[src/rtl/yaya_istek_birimi.sv]
// yaya_istek_birimi -- pedestrian request front end.
// Synchronizes and debounces the active-low push-button. Latches one request
// until the sequencer acknowledges it, then ignores presses for a number of
// ticks. Also generates the shared timebase strobe 'tick'.
// Build option: define YAYA_ISTEK_SAYAC_EN to build the saturating count of
// accepted requests (req_count). Without it req_count is tied to zero.
module yaya_istek_birimi #(
  parameter int CLK_HZ        = 27_000_000,
  parameter int DEBOUNCE_MS   = 20,
  parameter int TICK_MS       = 500,
  parameter int LOCKOUT_TICKS = 4
) (
  input  logic       sys_clk,
  input  logic       sys_rst_n,
  input  logic       btn_n,
  input  logic       ped_ack,
  output logic       tick,
  output logic       ped_req,
  output logic       btn_level,
  output logic [7:0] req_count
);

  // Derived cycle counts, clamped so tiny clock rates still give a working block.
  localparam int DB_RAW      = CLK_HZ / 1000 * DEBOUNCE_MS;
  localparam int DB_CYCLES   = (DB_RAW < 1) ? 1 : DB_RAW;
  localparam int TICK_RAW    = CLK_HZ / 1000 * TICK_MS;
  localparam int TICK_CYCLES = (TICK_RAW < 2) ? 2 : TICK_RAW;

  localparam int DB_W = (DB_CYCLES > 1) ? $clog2(DB_CYCLES) : 1;
  localparam int TK_W = $clog2(TICK_CYCLES);
  localparam int LK_W = (LOCKOUT_TICKS < 2) ? 1 : $clog2(LOCKOUT_TICKS + 1);

  localparam logic [DB_W-1:0] DB_LAST   = DB_W'(DB_CYCLES - 1);
  localparam logic [TK_W-1:0] TICK_LAST = TK_W'(TICK_CYCLES - 1);
  localparam logic [LK_W-1:0] LOCK_INIT = LK_W'(LOCKOUT_TICKS);

  typedef enum logic [1:0] {
    S_IDLE    = 2'd0,
    S_PENDING = 2'd1,
    S_LOCKOUT = 2'd2
  } req_state_t;

  // Synchronizer, debounce and timebase state.
  logic            sync1_q, sync2_q;
  logic            stable_q, stable_d;
  logic [DB_W-1:0] db_cnt_q, db_cnt_d;
  logic [TK_W-1:0] tick_cnt_q, tick_cnt_d;
  logic            press_evt;

  // Request FSM state.
  req_state_t      state_q;
  logic            ped_req_q;
  logic [LK_W-1:0] lock_cnt_q;

  // Two-flop synchronizer; idles at 1 (button released).
  always_ff @(posedge sys_clk or negedge sys_rst_n) begin
    if (!sys_rst_n) begin
      sync1_q <= 1'b1;
      sync2_q <= 1'b1;
    end else begin
      sync1_q <= btn_n;
      sync2_q <= sync1_q;
    end
  end

  // Debounce next state: the stable value follows the synchronized value only
  // after it has differed for DB_CYCLES consecutive cycles.
  always_comb begin
    stable_d = stable_q;
    db_cnt_d = '0;
    if (sync2_q != stable_q) begin
      if (db_cnt_q == DB_LAST) begin
        stable_d = sync2_q;
        db_cnt_d = '0;
      end else begin
        db_cnt_d = db_cnt_q + DB_W'(1);
      end
    end
  end

  // A press is the stable value falling 1->0; it is acted on by the FSM on
  // the same edge that updates the stable value, so btn_level and ped_req
  // rise together.
  assign press_evt = stable_q & ~stable_d;

  // Debounce registers.
  always_ff @(posedge sys_clk or negedge sys_rst_n) begin
    if (!sys_rst_n) begin
      stable_q <= 1'b1;
      db_cnt_q <= '0;
    end else begin
      stable_q <= stable_d;
      db_cnt_q <= db_cnt_d;
    end
  end

  // Free-running timebase next state, wrapping at TICK_CYCLES-1.
  always_comb begin
    tick_cnt_d = tick_cnt_q + TK_W'(1);
    if (tick_cnt_q == TICK_LAST) begin
      tick_cnt_d = '0;
    end
  end

  // Timebase counter register.
  always_ff @(posedge sys_clk or negedge sys_rst_n) begin
    if (!sys_rst_n) begin
      tick_cnt_q <= '0;
    end else begin
      tick_cnt_q <= tick_cnt_d;
    end
  end

  assign tick = (tick_cnt_q == TICK_LAST);

  // Request FSM: IDLE takes a press, PENDING waits for the acknowledge,
  // LOCKOUT counts ticks before presses are accepted again. The tick that
  // coincides with the acknowledge is not counted because PENDING ignores it.
  always_ff @(posedge sys_clk or negedge sys_rst_n) begin
    if (!sys_rst_n) begin
      state_q    <= S_IDLE;
      ped_req_q  <= 1'b0;
      lock_cnt_q <= '0;
    end else begin
      case (state_q)
        S_IDLE: begin
          if (press_evt) begin
            state_q   <= S_PENDING;
            ped_req_q <= 1'b1;
          end
        end
        S_PENDING: begin
          if (ped_ack) begin
            ped_req_q  <= 1'b0;
            lock_cnt_q <= LOCK_INIT;
            state_q    <= (LOCKOUT_TICKS == 0) ? S_IDLE : S_LOCKOUT;
          end
        end
        S_LOCKOUT: begin
          if (tick) begin
            if (lock_cnt_q == LK_W'(1)) begin
              state_q    <= S_IDLE;
              lock_cnt_q <= '0;
            end else begin
              lock_cnt_q <= lock_cnt_q - LK_W'(1);
            end
          end
        end
        default: begin
          state_q   <= S_IDLE;
          ped_req_q <= 1'b0;
        end
      endcase
    end
  end

  assign ped_req   = ped_req_q;
  assign btn_level = ~stable_q;

`ifdef YAYA_ISTEK_SAYAC_EN
  logic [7:0] req_count_q;
  logic       accept;

  function automatic logic [7:0] sat_inc8(input logic [7:0] v);
    return (v == 8'hFF) ? v : v + 8'd1;
  endfunction

  // A request is accepted exactly when IDLE sees a press.
  assign accept = (state_q == S_IDLE) && press_evt;

  // Saturating count of accepted requests.
  always_ff @(posedge sys_clk or negedge sys_rst_n) begin
    if (!sys_rst_n) begin
      req_count_q <= 8'd0;
    end else if (accept) begin
      req_count_q <= sat_inc8(req_count_q);
    end
  end

  assign req_count = req_count_q;
`else
  assign req_count = 8'd0;
`endif

endmodule
[config.mk]
export PLATFORM = sky130hd
export DESIGN_NAME = yaya_istek_birimi
export DESIGN_NICKNAME = d
export VERILOG_FILES = /design/src/rtl/yaya_istek_birimi.sv
export SDC_FILE = /design/constraint.sdc
export NUM_CORES = 1
export LEC_CHECK = 0
export BUFFER_PORTS_ARGS = -buffer_cell sky130_fd_sc_hd__buf_2
export CAP_MARGIN = 10
export CORE_MARGIN = 1
export CORE_UTILIZATION = 54
export CTS_CLUSTER_DIAMETER = 60
export CTS_CLUSTER_SIZE = 14
export DETAILED_ROUTE_END_ITERATION = 7
export GPL_TIMING_DRIVEN = 0
export PLACE_DENSITY_LB_ADDON = 0.2
export SYNTH_ARGS = -nofsm -noshare
export SYNTH_HDL_FRONTEND = slang
export SYNTH_SLANG_ARGS = --single-unit
[constraint.sdc]
create_clock -name sys_clk -period 1.8 [get_ports sys_clk]
set_input_delay 0.36 -clock sys_clk [delete_from_list [all_inputs] [get_ports sys_clk]]
set_output_delay 0.36 -clock sys_clk [all_outputs]
set_load 0.01 [all_outputs]
# == Word-level counts from Yosys, hierarchy flattened ==
# Cells that the tools add are included.
# classes
reduce_logical,5
n_bitwise,4
addsub,3
n_mux,17
n_eq_ne,10
# op_table
operator,n
20-bit two-way mux,2
24-bit by 1-bit adder with 24-bit output (second input constant),1
24-bit == test (second input constant),1
24-bit two-way mux,1
20-bit by 1-bit adder with 20-bit output (second input constant),1
20-bit == test (second input constant),1
3-bit two-way mux,3
2-bit two-way mux,4
2-bit != test (second input constant),4
2-bit one-hot mux with 3 select lines,1
3-bit one-hot mux with 2 select lines,1
3-bit AND reduction,2
1-bit two-way mux,4
4-bit AND reduction,1
3-bit by 1-bit == test with 1-bit output (second input constant),1
1-bit NOT,3
1-bit one-hot mux with 3 select lines,1
3-bit by 1-bit subtractor with 3-bit output (second input constant),1
2-bit by 1-bit == test with 1-bit output (second input constant),1
2-bit == test (second input constant),1
2-bit logical NOT,1
2-bit nonzero test,1
1-bit bitwise AND,1
1-bit != test,1
# word_totals
input_bits,4
wordCells,47
reg_bits,53

# == Depth between registers and ports, before layout ==
# logic_depth
ltp_word,7
ltp_mapped,7
depth_no_buf,6

# == Worst setup path after synthesis ==
# OpenSTA, ideal clock, no wires.
# synth_timing
path_kind,register to register
start,register db_cnt_q[0]
end,register db_cnt_q[10]
slack_ps,-49
t_arrival_ps,1730
stages_incl_launch_ff,8
setup_ps,119
n_path_buf,2
required_ps,1681
path_cell_list,dfrtp_1 ha_1 nand4_1 or4_4 nand2b_1 buf_4 buf_4 nor2_1
# synth_via
elab_chain_len,3
word_cells_on_any_way,4
classes_between,add/sub (1); eq/ne (1); mux (2)
# synth_lines
element,line_no,text
from (decl),46,"logic [DB_W-1:0] db_cnt_q, db_cnt_d;"
from (signal assigned),93,db_cnt_q <= db_cnt_d;
20-bit by 1-bit adder with 20-bit output / 20-bit == test (equally long branches),"76, 72",
20-bit two-way mux *,72,if (db_cnt_q == DB_LAST) begin
20-bit two-way mux *,71,if (sync2_q != stable_q) begin
via db_cnt_d[10],46,
# The timed path passes the listed nets; every way through them passes the cells marked *.
# A chain may end at the register's enable or synchronous reset.

# == Worst setup path in the final report ==
# layout_timing
start,register tick_cnt_q[11]
end,output port tick
# layout_via
elab_chain_len,1
# layout_lines
element,line_no,text
from (decl),47,"logic [TK_W-1:0] tick_cnt_q, tick_cnt_d;"
from (signal assigned),110,tick_cnt_q <= tick_cnt_d;
24-bit == test,114,assign tick = (tick_cnt_q == TICK_LAST);
to (decl),17,"output logic tick,"
# No other way between the ends.

==> results.tsv <==
stage	metric	value	unit
status	status	finished, violations left	
status	violations	setup timing	
placed_design	numPlacedInstances	325	
job	cap_violations	0	
logic_synthesis	yosysSeqAreaShare	51.0	%
logic_synthesis	yosysWarnings	0	
logic_synthesis	synth_top_cell_by_area	dfrtp_1	
sta	min_period	1.95	ns
detailed_routing	wl_per_cell	14.0	µm
clock_network	cts_inserted_buffers	5	
logic_synthesis	synthFlopType	dfrtp_1	
logic_synthesis	synth_cell_types	37	
grt	grt_overflow_total	0	
sta	slew_viol_final	0	
die	pin_count	15	
clock_network	clock_path_buffers	2	
die	die_h	71.5	µm
die	start_util	57.9	%
clock_network	insertion_delay	0.31	ns
sta	rsz0062_at_grt	yes	
logic_synthesis	ys_ff_latch	53	
placed_design	place_area	0.00274	mm²
grt	grt_pass1_vias	2007	
sta	finalSetupTns	-2.62	ns
layout	drive_above_1_share	24.6	%
clock_network	cts_max_level	2	
hold_path	min-delay-start	btn_n	
clock_network	tritoncts	done	
die	coreArea	0.00450	mm²
power_and_ir_drop	power	2020	µW
setup_path	reg2reg_slack	-0.14	ns
logic_synthesis	async_reset_ff_share	100	%
sta	setup_violations	22	
die	die-area	0.00511	mm²
clock_network	path_clk_slew	0.10	ns
detailed_routing	vias	1968	
logic_synthesis	avgSynthCellArea	10.0	µm²
placed_design	dpl.hpwl	3090	µm
clock_network	cts_root_buffer	clkbuf_8	
layout	syn_to_final_growth	21.3	%
grt	grt_pass1_wl	8540	µm
logic_synthesis	synth_top_area_share	48.0	%
detailed_routing	drt_iter0_drc	118	
logic_synthesis	syn_inst	260	
detailed_routing	drc_errors	0	
die	die_w	71.5	µm
sta	hold_viol	0	
layout	num_antenna_cells	0	
power_and_ir_drop	power.leakage	0.00148	µW
detailed_routing	drtPass1Iterations	4	
setup_path	worstPathArrival	1.59	ns
detailed_routing	vias_per_cell	5.51	
layout	stdcell_area	0.00316	mm²
layout	nets	312	
detailed_routing	ant_nets	0	
detailed_routing	drt-total-wl	4990	µm
sta	fin_crit_sh	108	%
logic_synthesis	synth_area	0.00261	mm²
power_and_ir_drop	p_per_area	638	mW/mm²
hold_path	hold_path.class	input pin to register	
setup_path	critPathLaunchType	register	
placed_design	io_buffers	6	
setup_path	crit_start	tick_cnt_q[11]	
setup_path	end_kind	output port	
grt	antenna_found_initial	0	
clock_network	numClockSinks	53	
sta	setup_ws	-0.152	ns
setup_path	critPathRequiredTime	1.44	ns
logic_synthesis	synthTopCellsByArea	dfrtp_1 48%, xnor2_1 6.4%, nor2_1 6.2%	
layout	stdcell_count	357	
sta	hold_slack	0.147	ns
power_and_ir_drop	ir_drop	0.576	mV
grt	grt_max_degree	54	
setup_path	critPathMaxFanout	3	
sta	fin_worst_skew	0.0136	ns
placed_design	gp_congestion	0.808	
logic_synthesis	synth-edff-count	0	
setup_path	reg2reg_from	db_cnt_q[5]	
grt	grt_use_total	21.4	%
setup_path	path_class	register to output port	
sta	clock.fmax	512	MHz
die	rows	24	
-- routing by layer --
metal	global-route usage (%)	wire (µm)	part of all wire [%]
met5	0	0	0
met4	9.37	91	1.8
met3	4.64	141	2.8
met2	38.1	2590	52
met1	24.9	2170	43
-- flip-flops by register name, indices dropped and copies added, names as in the netlist --
register,flops
lock_cnt_q,3
sync2_q,1
sync1_q,1
stable_q,1
state_q,2
ped_req,1
db_cnt_q,20
tick_cnt_q,24
-- cells in the mapped netlist, types with 2 or more instances --
cell,instances
nor2_1,43
or3_1,2
nand4b_1,2
o21ai_0,7
nor4_2,2
dfrtp_1,50
xor2_1,18
inv_1,8
ha_1,4
mux2_2,2
xnor2_1,19
and3_1,6
nor2b_1,2
nor4_1,2
nor4bb_1,3
nand2b_1,5
nand4_1,7
nor3_1,7
nand3_1,20
nand2_1,20
nand3b_1,4
buf_4,10
dfstp_2,3
-- timing repair --
item,4_1_cts,5_1_grt
hold buffers,0,1
cloned,0,0
gates resized for setup,14,19
hold endpoints to repair,0,9
endpoints found under the setup margin,43,41
buffers inserted,16,7
pin swaps,8,4
-- critical path, stage by stage (launching register included) --
cell	delay [ns]
dfrtp_1	0.40
nor4bb_1	0.31
nand4b_1	0.19
nor3_1	0.20
buf_2	0.17
-- per-stage QoR --
| stage | worst slack (ns) | util [%] |
|---|---|---|
| 2_1_floorplan | 0.00304 | - |
| 3_3_place_gp | -0.418 | 60.8 |
| 3_5_place_dp | -0.434 | 60.8 |
| 4_1_cts | -0.141 | 67.3 |
| 5_1_grt | -0.218 | 70.2 |
| 6_report | -0.152 | 70.2 |
-- cell type report --
cell class / count / area (µm²)
plain buffers: 12 / 116
clock inverters: 1 / 5.00
well taps: 52 / 65.1
inverters: 8 / 30.0
flip-flops and latches: 53 / 1330
clock buffers: 7 / 96.3
multi-input cells: 194 / 1290
repair buffers: 30 / 225
fillers: 347 / 1340
-- report_power, final --
| group | total, µW | switching, µW | internal, µW | leakage, µW |
|---|---|---|---|---|
| clock | 726 | 377 | 348 | 0.0000542 |
| combinational | 85.7 | 48.7 | 37.0 | 0.000723 |
| sequential | 1210 | 7.02 | 1200 | 0.000701 |
| total | 2020 | 433 | 1580 | 0.00148 |
-- worst paths after layout --
path                                        to  cells past startpoint
worst max-delay path                      tick                      4
worst min-delay path                   sync1_q                      1
worst max register to register        stable_q                      5
worst min register to register         sync2_q                      0
max in group asynchronous              sync2_q                      3
min in group asynchronous       tick_cnt_q[18]                      2
-- cell families after synthesis --
| logic type | after synthesis | synth area share [%] |
|---|---|---|
| mux | 3 | 1.25 |
| buf+inv | 20 | 4.37 |
| xor+xnor | 37 | 12.4 |
| compound gates | 11 | 2.54 |
| simple gates | 131 | 26.3 |
| other cells | 1 | 0.144 |
| fa+ha+maj | 4 | 1.92 |
| flops | 53 | 51.0 |
-- placed cells by master (no fill, tap or decap), types with 6 or more instances in the layout --
cell type  count
dfrtp_1       49
nor2_1        40
buf_4         30
xnor2_1       19
nand3_1       19
xor2_1        18
nand2_1       17
inv_1          8
conb_1         8
nand4_1        7
clkbuf_8       7
and3_1         6
nor3_1         6
buf_2          6
(Power assumes the default switching activity.)
